`src/rtl/rda_seq_adder_if.sv`:
```
// Handshake bundle for the sequential recursive-doubling adder:
// an operand channel (a, b, cin) and a result channel (sum, cout, ovf).
interface rda_seq_adder_if #(
    parameter int WIDTH = 16
);
    logic             in_valid;
    logic             in_ready;
    logic [WIDTH-1:0] a;
    logic [WIDTH-1:0] b;
    logic             cin;
    logic             out_valid;
    logic             out_ready;
    logic [WIDTH-1:0] sum;
    logic             cout;
    logic             ovf;

    modport master (
        output in_valid, a, b, cin, out_ready,
        input  in_ready, out_valid, sum, cout, ovf
    );

    modport slave (
        input  in_valid, a, b, cin, out_ready,
        output in_ready, out_valid, sum, cout, ovf
    );
endinterface

```
`src/rtl/rda_seq_adder.sv`:
```
// Sequential recursive-doubling adder: resolves the kill/propagate/generate
// carry-status vector in place, one doubling distance (1,2,4,...) per clock.
module rda_seq_adder #(
    parameter int WIDTH = 16
) (
    input logic             clk,
    input logic             rst_n,
    rda_seq_adder_if.slave  bus
);
    localparam int STEPS  = $clog2(WIDTH + 1);
    localparam int STEP_W = (STEPS > 1) ? $clog2(STEPS) : 1;

    typedef enum logic [1:0] {
        IDLE,
        STEP,
        DONE
    } state_t;

    state_t                     state;
    logic [STEP_W-1:0]          step;
    logic [WIDTH:0][1:0]        st;
    logic [WIDTH:0][1:0]        st_init;
    logic [WIDTH:0][1:0]        st_nxt;
    logic [STEPS-1:0][WIDTH:0][1:0] cand;
    logic [WIDTH:0]             carry;
    logic [WIDTH-1:0]           a_r;
    logic [WIDTH-1:0]           b_r;
    logic [WIDTH-1:0]           sum_r;
    logic                       cout_r;
    logic                       ovf_r;
    logic                       out_valid_r;
    logic                       in_ready_r;

    // A propagating upper span (10) takes its carry status from the span below.
    function automatic logic [1:0] combine(input logic [1:0] lo, input logic [1:0] hi);
        return (hi == 2'b10) ? lo : hi;
    endfunction

    assign st_init[0] = bus.cin ? 2'b11 : 2'b00;

    for (genvar i = 0; i < WIDTH; i++) begin : g_init
        assign st_init[i+1] = {bus.a[i] | bus.b[i], bus.a[i] & bus.b[i]};
    end

    // One candidate row per doubling distance; the current step picks its row.
    for (genvar k = 0; k < STEPS; k++) begin : g_step
        for (genvar i = 0; i <= WIDTH; i++) begin : g_bit
            if (i >= (1 << k)) begin : g_comb
                assign cand[k][i] = combine(st[i-(1<<k)], st[i]);
            end else begin : g_keep
                assign cand[k][i] = st[i];
            end
        end
    end

    assign st_nxt = cand[step];

    for (genvar i = 0; i <= WIDTH; i++) begin : g_carry
        assign carry[i] = st_nxt[i][1];
    end

    always_ff @(posedge clk or negedge rst_n) begin
        if (!rst_n) begin
            state       <= IDLE;
            step        <= '0;
            st          <= '0;
            a_r         <= '0;
            b_r         <= '0;
            sum_r       <= '0;
            cout_r      <= 1'b0;
            ovf_r       <= 1'b0;
            out_valid_r <= 1'b0;
            in_ready_r  <= 1'b1;
        end else begin
            case (state)
                IDLE: begin
                    if (bus.in_valid) begin
                        a_r        <= bus.a;
                        b_r        <= bus.b;
                        st         <= st_init;
                        step       <= '0;
                        in_ready_r <= 1'b0;
                        state      <= STEP;
                    end
                end
                STEP: begin
                    st <= st_nxt;
                    if (step == STEP_W'(STEPS - 1)) begin
                        sum_r       <= a_r ^ b_r ^ carry[WIDTH-1:0];
                        cout_r      <= carry[WIDTH];
                        ovf_r       <= carry[WIDTH] ^ carry[WIDTH-1];
                        out_valid_r <= 1'b1;
                        step        <= '0;
                        state       <= DONE;
                    end else begin
                        step <= step + 1'b1;
                    end
                end
                DONE: begin
                    if (bus.out_ready) begin
                        out_valid_r <= 1'b0;
                        in_ready_r  <= 1'b1;
                        state       <= IDLE;
                    end
                end
                default: begin
                    state       <= IDLE;
                    out_valid_r <= 1'b0;
                    in_ready_r  <= 1'b1;
                end
            endcase
        end
    end

    assign bus.in_ready  = in_ready_r;
    assign bus.out_valid = out_valid_r;
    assign bus.sum       = sum_r;
    assign bus.cout      = cout_r;
    assign bus.ovf       = ovf_r;
endmodule

```
`src/flat_wrapper.sv`:
```
// flat-port wrapper written by rule: the top's interface ports become plain ports
module rda_seq_adder_flat 
#(
    parameter int WIDTH = 16
)
  (clk, rst_n, bus_in_valid, bus_a, bus_b, bus_cin, bus_out_ready, bus_in_ready, bus_out_valid, bus_sum, bus_cout, bus_ovf);
  rda_seq_adder_if #(.WIDTH(WIDTH)) bus_i ();
  input logic clk;
  input logic rst_n;
  input wire logic [$bits(bus_i.in_valid)-1:0] bus_in_valid;
  input wire logic [$bits(bus_i.a)-1:0] bus_a;
  input wire logic [$bits(bus_i.b)-1:0] bus_b;
  input wire logic [$bits(bus_i.cin)-1:0] bus_cin;
  input wire logic [$bits(bus_i.out_ready)-1:0] bus_out_ready;
  output wire logic [$bits(bus_i.in_ready)-1:0] bus_in_ready;
  output wire logic [$bits(bus_i.out_valid)-1:0] bus_out_valid;
  output wire logic [$bits(bus_i.sum)-1:0] bus_sum;
  output wire logic [$bits(bus_i.cout)-1:0] bus_cout;
  output wire logic [$bits(bus_i.ovf)-1:0] bus_ovf;
  assign bus_i.in_valid = bus_in_valid;
  assign bus_i.a = bus_a;
  assign bus_i.b = bus_b;
  assign bus_i.cin = bus_cin;
  assign bus_i.out_ready = bus_out_ready;
  assign bus_in_ready = bus_i.in_ready;
  assign bus_out_valid = bus_i.out_valid;
  assign bus_sum = bus_i.sum;
  assign bus_cout = bus_i.cout;
  assign bus_ovf = bus_i.ovf;
  rda_seq_adder #(.WIDTH(WIDTH)) u_core (.clk(clk), .rst_n(rst_n), .bus(bus_i));
endmodule
```
`config.mk`:
```
export PLATFORM = sky130hd
export DESIGN_NAME = rda_seq_adder_flat
export DESIGN_NICKNAME = d
export VERILOG_FILES = /design/src/rtl/rda_seq_adder_if.sv /design/src/rtl/rda_seq_adder.sv /design/src/flat_wrapper.sv
export SDC_FILE = /design/constraint.sdc
export NUM_CORES = 1
export LEC_CHECK = 0
export ABC_AREA = 1
export CORE_MARGIN = 10
export CORE_UTILIZATION = 40
export CTS_CLUSTER_SIZE = 16
export DETAILED_ROUTE_END_ITERATION = 6
export PLACE_DENSITY = 0.61
export SYNTH_ARGS = -nofsm -noshare
export SYNTH_HDL_FRONTEND = slang
export SYNTH_SLANG_ARGS = --single-unit
export TNS_END_PERCENT = 10
```
`constraint.sdc`:
```
create_clock -name clk -period 2.2 [get_ports clk]
set_input_delay 0.33 -clock clk [delete_from_list [all_inputs] [get_ports clk]]
set_output_delay 0.33 -clock clk [all_outputs]
set_load 0.05 [all_outputs]
```
==> flow_summary_export.csv <==
group,metric,value,unit
sta,post-route-min-period,2010,ps
sta,finalCritPeriodShare,91.4,%
die,start_util,41.1,%
critical_path,worst_path_max_delay_cell,"clkdlybuf4s50_1",
logic_synthesis,synthTopCellsByArea,"dfrtp_1 (41%), nand2_1 (18%), nand3_1 (7.8%)",
critical_path,reg2reg_slack,310,ps
grt,grt_pass1_vias,5408,
critical_path,worstSetupEndpoint,"bus_in_ready",
logic_synthesis,yosysTopAreaCellShare,41.2,%
sta,slew_headroom,62.4,%
sta,fin_setup_tns,0,ps
logic_synthesis,synthCells,773,
sta,hold_violations,0,
place,dp.cells,991,
logic_synthesis,synth_top_cell_by_area,"dfrtp_1",
routing,vias,5459,
critical_path,crit_chain,"clkdlybuf4s50_1",
clocking,htreeDepth,3,
logic_synthesis,synth.avg_cell_area,7.07,sq um
sta,tightest_slew,563,ps
sta,skew,9.73,ps
pwr,power_density,1720,mW/mm^2
critical_path,arrival,1680,ps
min_path,min_from,"u_core.bus.sum[11]",
clocking,cts_buffers,9,
clocking,cts_tree,"yes",
place,place_hpwl,14.1,mm
logic_synthesis,yosys_warnings,0,
critical_path,startpoint,"u_core.bus.in_ready",
critical_path,worstPathMaxFanout,2,
final_layout,multi_input_area,0.00275,sq mm
logic_synthesis,synth.net_count,812,
sta,finalSetupViolCount,0,
critical_path,reg2regPathDepth,8,
logic_synthesis,ys_ff_latch,91,
clocking,clockBufferDepth,2,
critical_path,cp_slowest_stage_delay,800,ps
run_status,status,"complete, no violations",
critical_path,critPathBufInv,1,
pwr,peakVddDrop,0.000775,V
clocking,cts.sink_count,91,
final_layout,area.sequential,0.00228,sq mm
final_layout,syn_to_final_growth,19.7,%
run,cap_viol_max_count,0,
final_layout,layout_commonest_cell,"nand2_1",
routing,routed_wl,19.1,mm
sta,rsz0062_at_grt,"false",
grt,grt-ovfl-total,0,
grt,antenna_found_initial,0,
grt,grtUsageTotal,21.1,%
critical_path,endpoint_kind,"output pin",
critical_path,timing.rr.end,"u_core.cand[114]",
die,ios,57,
clocking,clk_latency,360,ps
die,num_rows,42,
final_layout,diodes,0,
grt,grt_pass1_wl,30.4,mm
pwr,p_leak,3.18,nW
die,die_area,0.0187,sq mm
critical_path,r2r_start,"u_core.step[2]",
routing,initialDrtViolationCount,553,
sta,holdWs,477,ps
routing,drc,0,
critical_path,crit_family,"buffers and inverters",
critical_path,start_kind,"flip-flop",
routing,ant_nets,0,
logic_synthesis,syn_area,0.00547,sq mm
final_layout,finalNetCount,866,
clocking,cts_root_buf,"clkbuf_16",
critical_path,cp.depth,1,
min_path,hp-class,"reg2reg",
clocking,clkSlewWorstSetupHoldPaths,60,ps
place,place.gp.congestion,0.947,
final_layout,n_fill_cell,1362,
die,die_height,137,um
final_layout,fin_cells,1008,
critical_path,worstPathRequired,1870,ps
logic_synthesis,synth_cell_types,36,
routing,drt-vias-per-instance,5.42,
sta,timing.fmax,497,MHz
place,io_buffers,56,
sta,finalMaxSlewViolations,0,
logic_synthesis,ys_seq_area_share,41.7,%
final_layout,final_layout_size_suffix_gt1_share,6.49,%
routing,dr.pass1.iters,5,
die,die_x,137,um
grt,grt_max_degree,37,
die,core_area,0.0133,sq mm
routing,wire_per_inst,19.0,um
final_layout,layout_common_cells,"nand2_1 (255), dfrtp_1 (90), nand3_1 (85), nor2_1 (63), inv_1 (62)",
critical_path,crit_type,"reg2out",
==> synthesized netlist by cell type, drive strengths merged <==
cell type,count
o22ai,4
ha,2
nand2,259
nand3,86
nor2,69
inv,71
o211ai,16
o21ai,65
clkbuf,9
o21a,2
nand3b,1
nand4,19
o31ai,5
a22oi,2
o221ai,2
dfrtp,90
xor2,15
xnor2,4
a21oi,14
a31oi,7
nor3,3
a21boi,1
a21o,1
dfstp,1
buf,25
==> worst reg2reg max path, cell delays in order (launching register included) <==
cell     delay, ps
dfrtp_1        670
nand2_2        240
nand2_1        180
nand2_4        120
inv_2          270
nor2_1          80
nor2_1         120
nand2_1         60
o21ai_0         80
==> sequential cells by signal (all words and copies together) (netlist names) <==
name,count
u_core.bus.out_valid,1
u_core.st,2
u_core.bus.in_ready,1
u_core.bus.ovf,1
u_core.cand,32
u_core.bus.sum,16
u_core.bus.cout,1
u_core.a_r,16
u_core.b_r,16
u_core.step,3
u_core.state,2
==> where the power goes <==
part | switching, mW | internal (mW)
clock | 0.665 | 0.915
sequential | 0.664 | 2.45
combinational | 4.49 | 2.10
total | 5.81 | 5.46
==> metal layers <==
metal	share of wire [%]	global-route usage, %	wire [um]
met1	45	27.4	8650
met5	0	0	0
met2	47	34.4	8900
met4	2.7	8.26	523
met3	5.4	3.45	1040
==> per-stage QoR <==
stage                     area (sq um)  utilization, %  setup slack [ps]  total power, mW
after floorplan                   5470               -               314             7.56
after global placement            6240            46.9               351             9.64
after detailed placement          6240            46.9               334             9.69
after CTS                         6540            49.2               175             11.3
after global routing              6540            49.2              96.8             12.2
final                             6540            49.2               190             11.3
==> kinds of logic after synthesis <==
logic type / Yosys count / synth area share, %
AND/OR/NAND/NOR: 437 / 34.3
XOR/XNOR: 19 / 3.04
buffers and inverters: 105 / 7.94
adder cells (fa/ha/maj): 2 / 0.458
AO/OA/AOI/OAI: 119 / 12.5
flip-flops: 91 / 41.7
==> repair_timing <==
action / CTS / global route
gates resized for setup: 0 / 0
hold buffers: 1 / 0
endpoints found under the hold margin: 33 / 0
setup buffers: 0 / 0
==> worst min path at each step <==
stage / to / depth (start not counted)
6_report: u_core.bus.sum[11] / 2
5_1_grt: u_core.bus.sum[13] / 2
4_1_cts: u_core.bus.sum[11] / 2
3_5_place_dp: u_core.bus.sum[15] / 1
3_3_place_gp: u_core.bus.cout / 1
2_1_floorplan: u_core.a_r[0] / 0
==> cell type report <==
| class | instances | share of cell area [%] |
|---|---|---|
| clock buffers | 14 | 3.88 |
| flip-flops and latches | 91 | 34.8 |
| repair buffers | 77 | 11.2 |
| well taps | 176 | 3.37 |
| inverters | 71 | 4.08 |
| clock inverters | 2 | 0.574 |
| multi-input cells | 577 | 42.1 |
(Power assumes the default switching activity.)
